`src/rtl/regbank_pkg.sv`:
```
// ----------------------------------------------------------------------------
// regbank_pkg
// Shared definitions for the MIPS register bank:
//   B         - data width of one general register
//   D         - register address width (NUM_REGS = 2^D)
//   NUM_REGS  - number of general registers
//   ZERO_REG  - hard-wired zero register index
//   dbg_state_t - encoding of the debug read-port handshake FSM
//   is_zero() - true when an address selects the hard-wired zero register
// ----------------------------------------------------------------------------
package regbank_pkg;

    localparam int B        = 32;
    localparam int D        = 5;
    localparam int NUM_REGS = 2 ** D;
    localparam int ZERO_REG = 0;

    typedef enum logic [1:0] {
        DBG_IDLE = 2'd0,
        DBG_ACK  = 2'd1,
        DBG_WAIT = 2'd2
    } dbg_state_t;

    function automatic logic is_zero(input logic [D-1:0] addr);
        return addr == D'(ZERO_REG);
    endfunction

endpackage

```
`src/rtl/regbank_scoreboard.sv`:
```
// ----------------------------------------------------------------------------
// regbank_scoreboard
// Pending-write tracker for outstanding loads. A bit is set when decode issues
// a load to a register and cleared when write-back retires a write to it.
// stall flags a decode operand that still waits on such a load.
//
// Ports:
//   clk, rst_n   - clock, asynchronous active-low reset
//   issue_en     - decode issues a load to issue_addr
//   issue_addr   - load destination to mark pending
//   wb_en        - write-back RegWrite
//   wb_addr      - write-back destination (clears its pending bit)
//   rs_addr      - decode operand A address
//   rt_addr      - decode operand B address
//   stall        - an operand waits on a pending register
// ----------------------------------------------------------------------------
module regbank_scoreboard
    import regbank_pkg::*;
(
    input  logic         clk,
    input  logic         rst_n,
    input  logic         issue_en,
    input  logic [D-1:0] issue_addr,
    input  logic         wb_en,
    input  logic [D-1:0] wb_addr,
    input  logic [D-1:0] rs_addr,
    input  logic [D-1:0] rt_addr,
    output logic         stall
);

    logic [NUM_REGS-1:0] pending;

    // The set is written after the clear so that a load issued to the same
    // register that is retiring this edge keeps the register pending.
    always_ff @(posedge clk or negedge rst_n) begin
        if (!rst_n) begin
            pending <= '0;
        end else begin
            if (wb_en && !is_zero(wb_addr))
                pending[wb_addr] <= 1'b0;
            if (issue_en && !is_zero(issue_addr))
                pending[issue_addr] <= 1'b1;
        end
    end

    // A write-back landing this cycle resolves the hazard through the bypass.
    function automatic logic hazard(input logic [D-1:0] addr,
                                    input logic [NUM_REGS-1:0] pend,
                                    input logic w_en,
                                    input logic [D-1:0] w_addr);
        return !is_zero(addr) && pend[addr] && !(w_en && (w_addr == addr));
    endfunction

    always_comb begin
        stall = hazard(rs_addr, pending, wb_en, wb_addr) ||
                hazard(rt_addr, pending, wb_en, wb_addr);
    end

endmodule

```
`src/rtl/register_bank.sv`:
```
// ----------------------------------------------------------------------------
// register_bank
// MIPS general register file at the end of write-back: 2^D x B-bit registers,
// one write port, two combinational read ports with same-cycle write bypass,
// a pending-load scoreboard producing stall, and a handshaked debug read port.
//
// Ports:
//   clk, rst_n          - clock (rising edge), asynchronous active-low reset
//   rs_addr / rs_data   - decode operand A address / value
//   rt_addr / rt_data   - decode operand B address / value
//   wb_en, wb_addr,
//   wb_data             - write-back RegWrite, destination, data
//   issue_en,
//   issue_addr          - decode issues a load to issue_addr (marks pending)
//   stall               - operand hazard on a pending register
//   dbg_req, dbg_addr   - debug read request (level) and register address
//   dbg_ack             - one-cycle pulse: dbg_data is valid
//   dbg_data            - captured debug value, held until the next capture
// ----------------------------------------------------------------------------
module register_bank
    import regbank_pkg::*;
(
    input  logic         clk,
    input  logic         rst_n,
    input  logic [D-1:0] rs_addr,
    input  logic [D-1:0] rt_addr,
    output logic [B-1:0] rs_data,
    output logic [B-1:0] rt_data,
    input  logic         wb_en,
    input  logic [D-1:0] wb_addr,
    input  logic [B-1:0] wb_data,
    input  logic         issue_en,
    input  logic [D-1:0] issue_addr,
    output logic         stall,
    input  logic         dbg_req,
    input  logic [D-1:0] dbg_addr,
    output logic         dbg_ack,
    output logic [B-1:0] dbg_data
);

    logic [B-1:0] regs [NUM_REGS];
    dbg_state_t   dbg_state_q;
    dbg_state_t   dbg_state_d;
    logic         dbg_capture;

    // Register array; entry 0 is never written so it stays at zero.
    always_ff @(posedge clk or negedge rst_n) begin
        if (!rst_n) begin
            for (int i = 0; i < NUM_REGS; i++)
                regs[i] <= '0;
        end else if (wb_en && !is_zero(wb_addr)) begin
            regs[wb_addr] <= wb_data;
        end
    end

    // Read ports: zero register first, then same-cycle bypass, then array.
    always_comb begin
        rs_data = regs[rs_addr];
        if (is_zero(rs_addr))
            rs_data = '0;
        else if (wb_en && (rs_addr == wb_addr))
            rs_data = wb_data;
    end

    always_comb begin
        rt_data = regs[rt_addr];
        if (is_zero(rt_addr))
            rt_data = '0;
        else if (wb_en && (rt_addr == wb_addr))
            rt_data = wb_data;
    end

    regbank_scoreboard u_scoreboard (
        .clk        (clk),
        .rst_n      (rst_n),
        .issue_en   (issue_en),
        .issue_addr (issue_addr),
        .wb_en      (wb_en),
        .wb_addr    (wb_addr),
        .rs_addr    (rs_addr),
        .rt_addr    (rt_addr),
        .stall      (stall)
    );

    // Debug handshake state register.
    always_ff @(posedge clk or negedge rst_n) begin
        if (!rst_n)
            dbg_state_q <= DBG_IDLE;
        else
            dbg_state_q <= dbg_state_d;
    end

    // dbg_ack is decoded from the state, so it drops as soon as reset forces
    // the FSM back to IDLE. WAIT holds off a new capture until the requester
    // has released dbg_req, giving exactly one pulse per request.
    always_comb begin
        dbg_state_d = dbg_state_q;
        dbg_ack     = 1'b0;
        dbg_capture = 1'b0;
        case (dbg_state_q)
            DBG_IDLE: begin
                if (dbg_req) begin
                    dbg_capture = 1'b1;
                    dbg_state_d = DBG_ACK;
                end
            end
            DBG_ACK: begin
                dbg_ack     = 1'b1;
                dbg_state_d = DBG_WAIT;
            end
            DBG_WAIT: begin
                if (!dbg_req)
                    dbg_state_d = DBG_IDLE;
            end
            default: begin
                dbg_state_d = DBG_IDLE;
            end
        endcase
    end

    // Capture reads the array as it stood before this edge's write-back.
    always_ff @(posedge clk or negedge rst_n) begin
        if (!rst_n)
            dbg_data <= '0;
        else if (dbg_capture)
            dbg_data <= regs[dbg_addr];
    end

endmodule

```
`config.mk`:
```
export PLATFORM = sky130hd
export DESIGN_NAME = register_bank
export DESIGN_NICKNAME = d
export VERILOG_FILES = /design/src/rtl/regbank_pkg.sv /design/src/rtl/regbank_scoreboard.sv /design/src/rtl/register_bank.sv
export SDC_FILE = /design/constraint.sdc
export NUM_CORES = 2
export LEC_CHECK = 0
export ABC_AREA = 1
export CAP_MARGIN = 20
export CORE_MARGIN = 2
export CORE_UTILIZATION = 35
export CTS_BUF_LIST = sky130_fd_sc_hd__clkbuf_2
export DETAILED_ROUTE_END_ITERATION = 10
export GPL_ROUTABILITY_DRIVEN = 0
export PLACE_DENSITY = 0.47
export SETUP_SLACK_MARGIN = 0.2
export SYNTH_ARGS = -nofsm -noshare
export SYNTH_HDL_FRONTEND = slang
export SYNTH_SLANG_ARGS = --single-unit
```
`constraint.sdc`:
```
create_clock -name clk -period 2.7 [get_ports clk]
set_input_delay 0.54 -clock clk [delete_from_list [all_inputs] [get_ports clk]]
set_output_delay 0.54 -clock clk [all_outputs]
set_load 0.05 [all_outputs]
```
==> reports/results.ini <==
[die]
die_w_um = 454
die-height_um = 454
die_area_um2 = 206000
core_um2 = 202000
initial_core_util = 0.351
ios = 160
num_rows = 165

[critical_path]
cp_max_fo = 3
startpoint = regs[814]$_DFFE_PN0P_
startpoint_type = register
r2r_start = regs[786]$_DFFE_PN0P_
crit_type = register to primary output
critPathArrivalTime_ns = 3.54
cp.required_ns = 2.16
cp-end-kind = primary output

[timing]
finalCritPeriodShare = 1.51
hold_violations = 0
slew_viol_final = 0
min_period_ns = 4.08
max_freq_ghz = 0.245
finalClockSkew_ns = 0.109
relSlewSlack = 0.0877
grt_setup_unrepaired = true
worst_slew_pin_slew_ns = 1.37
setup_violations = 98
layout_setup_ws_ns = -1.38

[outcome]
violations = negative setup slack
status = finished, violations left

[placed_design]
io_buffer_count = 159
place_area_um2 = 82500
dp.cells = 13450
pre_cts_ws_ns = -0.585
place_hpwl_mm = 250

[detailed_routing]
drc_errors = 0
drt-vias-per-instance = 5.78
drtPass1Iterations = 8
via_count = 83201
wl_per_cell_um = 27.0
met3_length_mm = 38.9
met1_length_mm = 153
met2WireLength_mm = 166
highest_layer = met5
wirelength_mm = 388
ant_nets = 0
drt_iter0_drc = 10925

[power]
switching_power_w = 0.0234
power_frac_seq = 0.405
p_leak_nw = 42.0
peakVddDrop_mv = 0.396
power_w = 0.0560
swShare = 0.419
combPwrFrac = 0.359
powerDensity_nw_per_um2 = 616
clkPwrFrac = 0.235
internal_power_w = 0.0325

[logic_synthesis]
syn-num-nets = 10873
ys_ff_latch = 1090
syn-mean-instance-area_um2 = 6.56
async_flop_share = 1.00
syn-instance-count = 10811
synth_top_area_share = 0.384
ys_types = 30
yosysMostFrequentCell = nand2_1
syn_area_um2 = 70900
synth_edf_count = 0
seq_area_frac_synth = 0.384
ys_warn_count = 0
yosys_most_used_dff = dfrtp_1
synth_area_leaders = dfrtp_1, nand2_1, nand3_1, o21ai_0, a21oi_1
synthTopCellsByCount = nand2_1, nand3_1, o21ai_0
yosys.area.top_type = dfrtp_1

[final_layout]
areaGrowthSynthToFinish_pct = 28.1
layout.cells.non_filler = 14385
layout.nets = 11528
layout-drive-gt1-share = 0.211
final_util = 0.450
fillerInstances = 20812
stdcell_area_um2 = 90900

[worst_hold_path]
hold_path.class = primary input to register
worstHoldStart = issue_addr[2]

[global_routing]
track_usage = 0.368
first_global_vias = 78304
grt_overflow_total = 0
antenna_found_initial = 10
grt_max_degree = 145
grt_pass1_wl_mm = 556

[job]
maxCapViolCount = 0

[clocking]
max-clock-path-buffers = 4
insertion_delay_ns = 1.92
cts_tree = yes
clock_sinks = 1090
cts_buffers = 340
clk_pin_slew_worst_paths_ns = 0.10
root_buffer = clkbuf_2
h-tree-depth = 5

-- worst max-delay path, cell delays in order, from the launching register on --
cell and delay (ns):
dfrtp_1 0.42, inv_1 0.08, nand2_1 0.05, nand3_1 0.07
o21ai_0 0.16, nand2_1 0.10, nand2_1 0.06, nor2_2 0.13
nand2_4 0.14, nand3_4 0.12, nand2_4 0.06, buf_12 0.12
buf_12 0.13
-- stage by stage --
stage	hold slack [ns]	setup TNS, ns
finish	0.0919	-84.43
floorplan	0.244	0
global placement	0.383	-32.10
detailed placement	0.384	-28.53
CTS	0.0179	-103.29
global route	0.00608	-101.77
-- area by class of cell --
cell class                 count  area, um^2  share of cell area
tap                         2672        3340              0.0368
multi-input combinational   7992       39200               0.431
clock buffer                 490        2450              0.0270
inverter                     731        2830              0.0312
antenna                       21        52.6            0.000578
sequential                  1090       27300               0.300
timing repair buffer        1311       15400               0.169
clock inverter                78         327             0.00359
-- final timing paths --
check / endpoint / slack [ns] / depth (start not counted)
min in group asynchronous: regs[650]$_DFFE_PN0P_ / 0.23 / 5
worst max register to register: dbg_data[18]$_DFFE_PN0P_ / 0.31 / 11
worst min register to register: regs[1018]$_DFFE_PN0P_ / 0.40 / 0
max in group asynchronous: regs[107]$_DFFE_PN0P_ / 1.33 / 7
worst max-delay path: rs_data[14] / -1.38 / 12
worst min-delay path: u_scoreboard.pending[1]$_DFF_PN0_ / 0.09 / 5
-- placed cells by master (no fill, tap or decap), drive strengths merged --
cell type and count:
a21oi 633, buf 1149, bufinv 2, clkbuf 491, clkdlybuf4s50 44, clkinv 82
clkinvlp 1, dfrtp 1090, diode 21, dlygate4sd3 112, dlymetal6s2s 3, dlymetal6s4s 2
inv 724, nand2 3417, nand3 1507, nand3b 4, nand4 2, nor2 393
nor3 10, o211ai 338, o21ai 1617, o22ai 23, or2 46, xnor2 1
xor2 1
-- registers in the layout, indices dropped and copies added (netlist names) --
| name | cells |
|---|---|
| dbg_state_q | 2 |
| regs | 1024 |
| u_scoreboard.pending | 32 |
| dbg_data | 32 |
-- power groups by stage --
stage	sequential, W	clock [W]	combinational, W
3_5_place_dp	0.0228	0	0.0175
6_report	0.0227	0.0132	0.0201
3_3_place_gp	0.0227	0	0.0173
2_1_floorplan	0.0228	0	0.00988
5_1_grt	0.0231	0.0143	0.0219
4_1_cts	0.0225	0.0135	0.0190
-- per-layer routing --
metal  up-vias  GRT usage
met1     39695      0.474
met2      5148      0.550
met4         2      0.256
li1      37121          -
met5         -          0
met3      1235     0.0769
-- logic make-up after synthesis --
| kind of cell | count (synthesis) | share of synthesized area |
|---|---|---|
| simple gates | 5379 | 0.316 |
| xor+xnor | 2 | 0.000247 |
| buf+inv | 1729 | 0.103 |
| compound gates | 2611 | 0.197 |
| flops | 1090 | 0.384 |
-- timing repair --
action	in CTS	in global routing
pin swaps	286	349
hold buffers	124	0
buffers inserted	117	108
gates resized for setup	805	350
endpoints found under the setup margin	98	108
hold endpoints to repair	2051	0
Note: power is estimated with default switching activity, not from simulation.
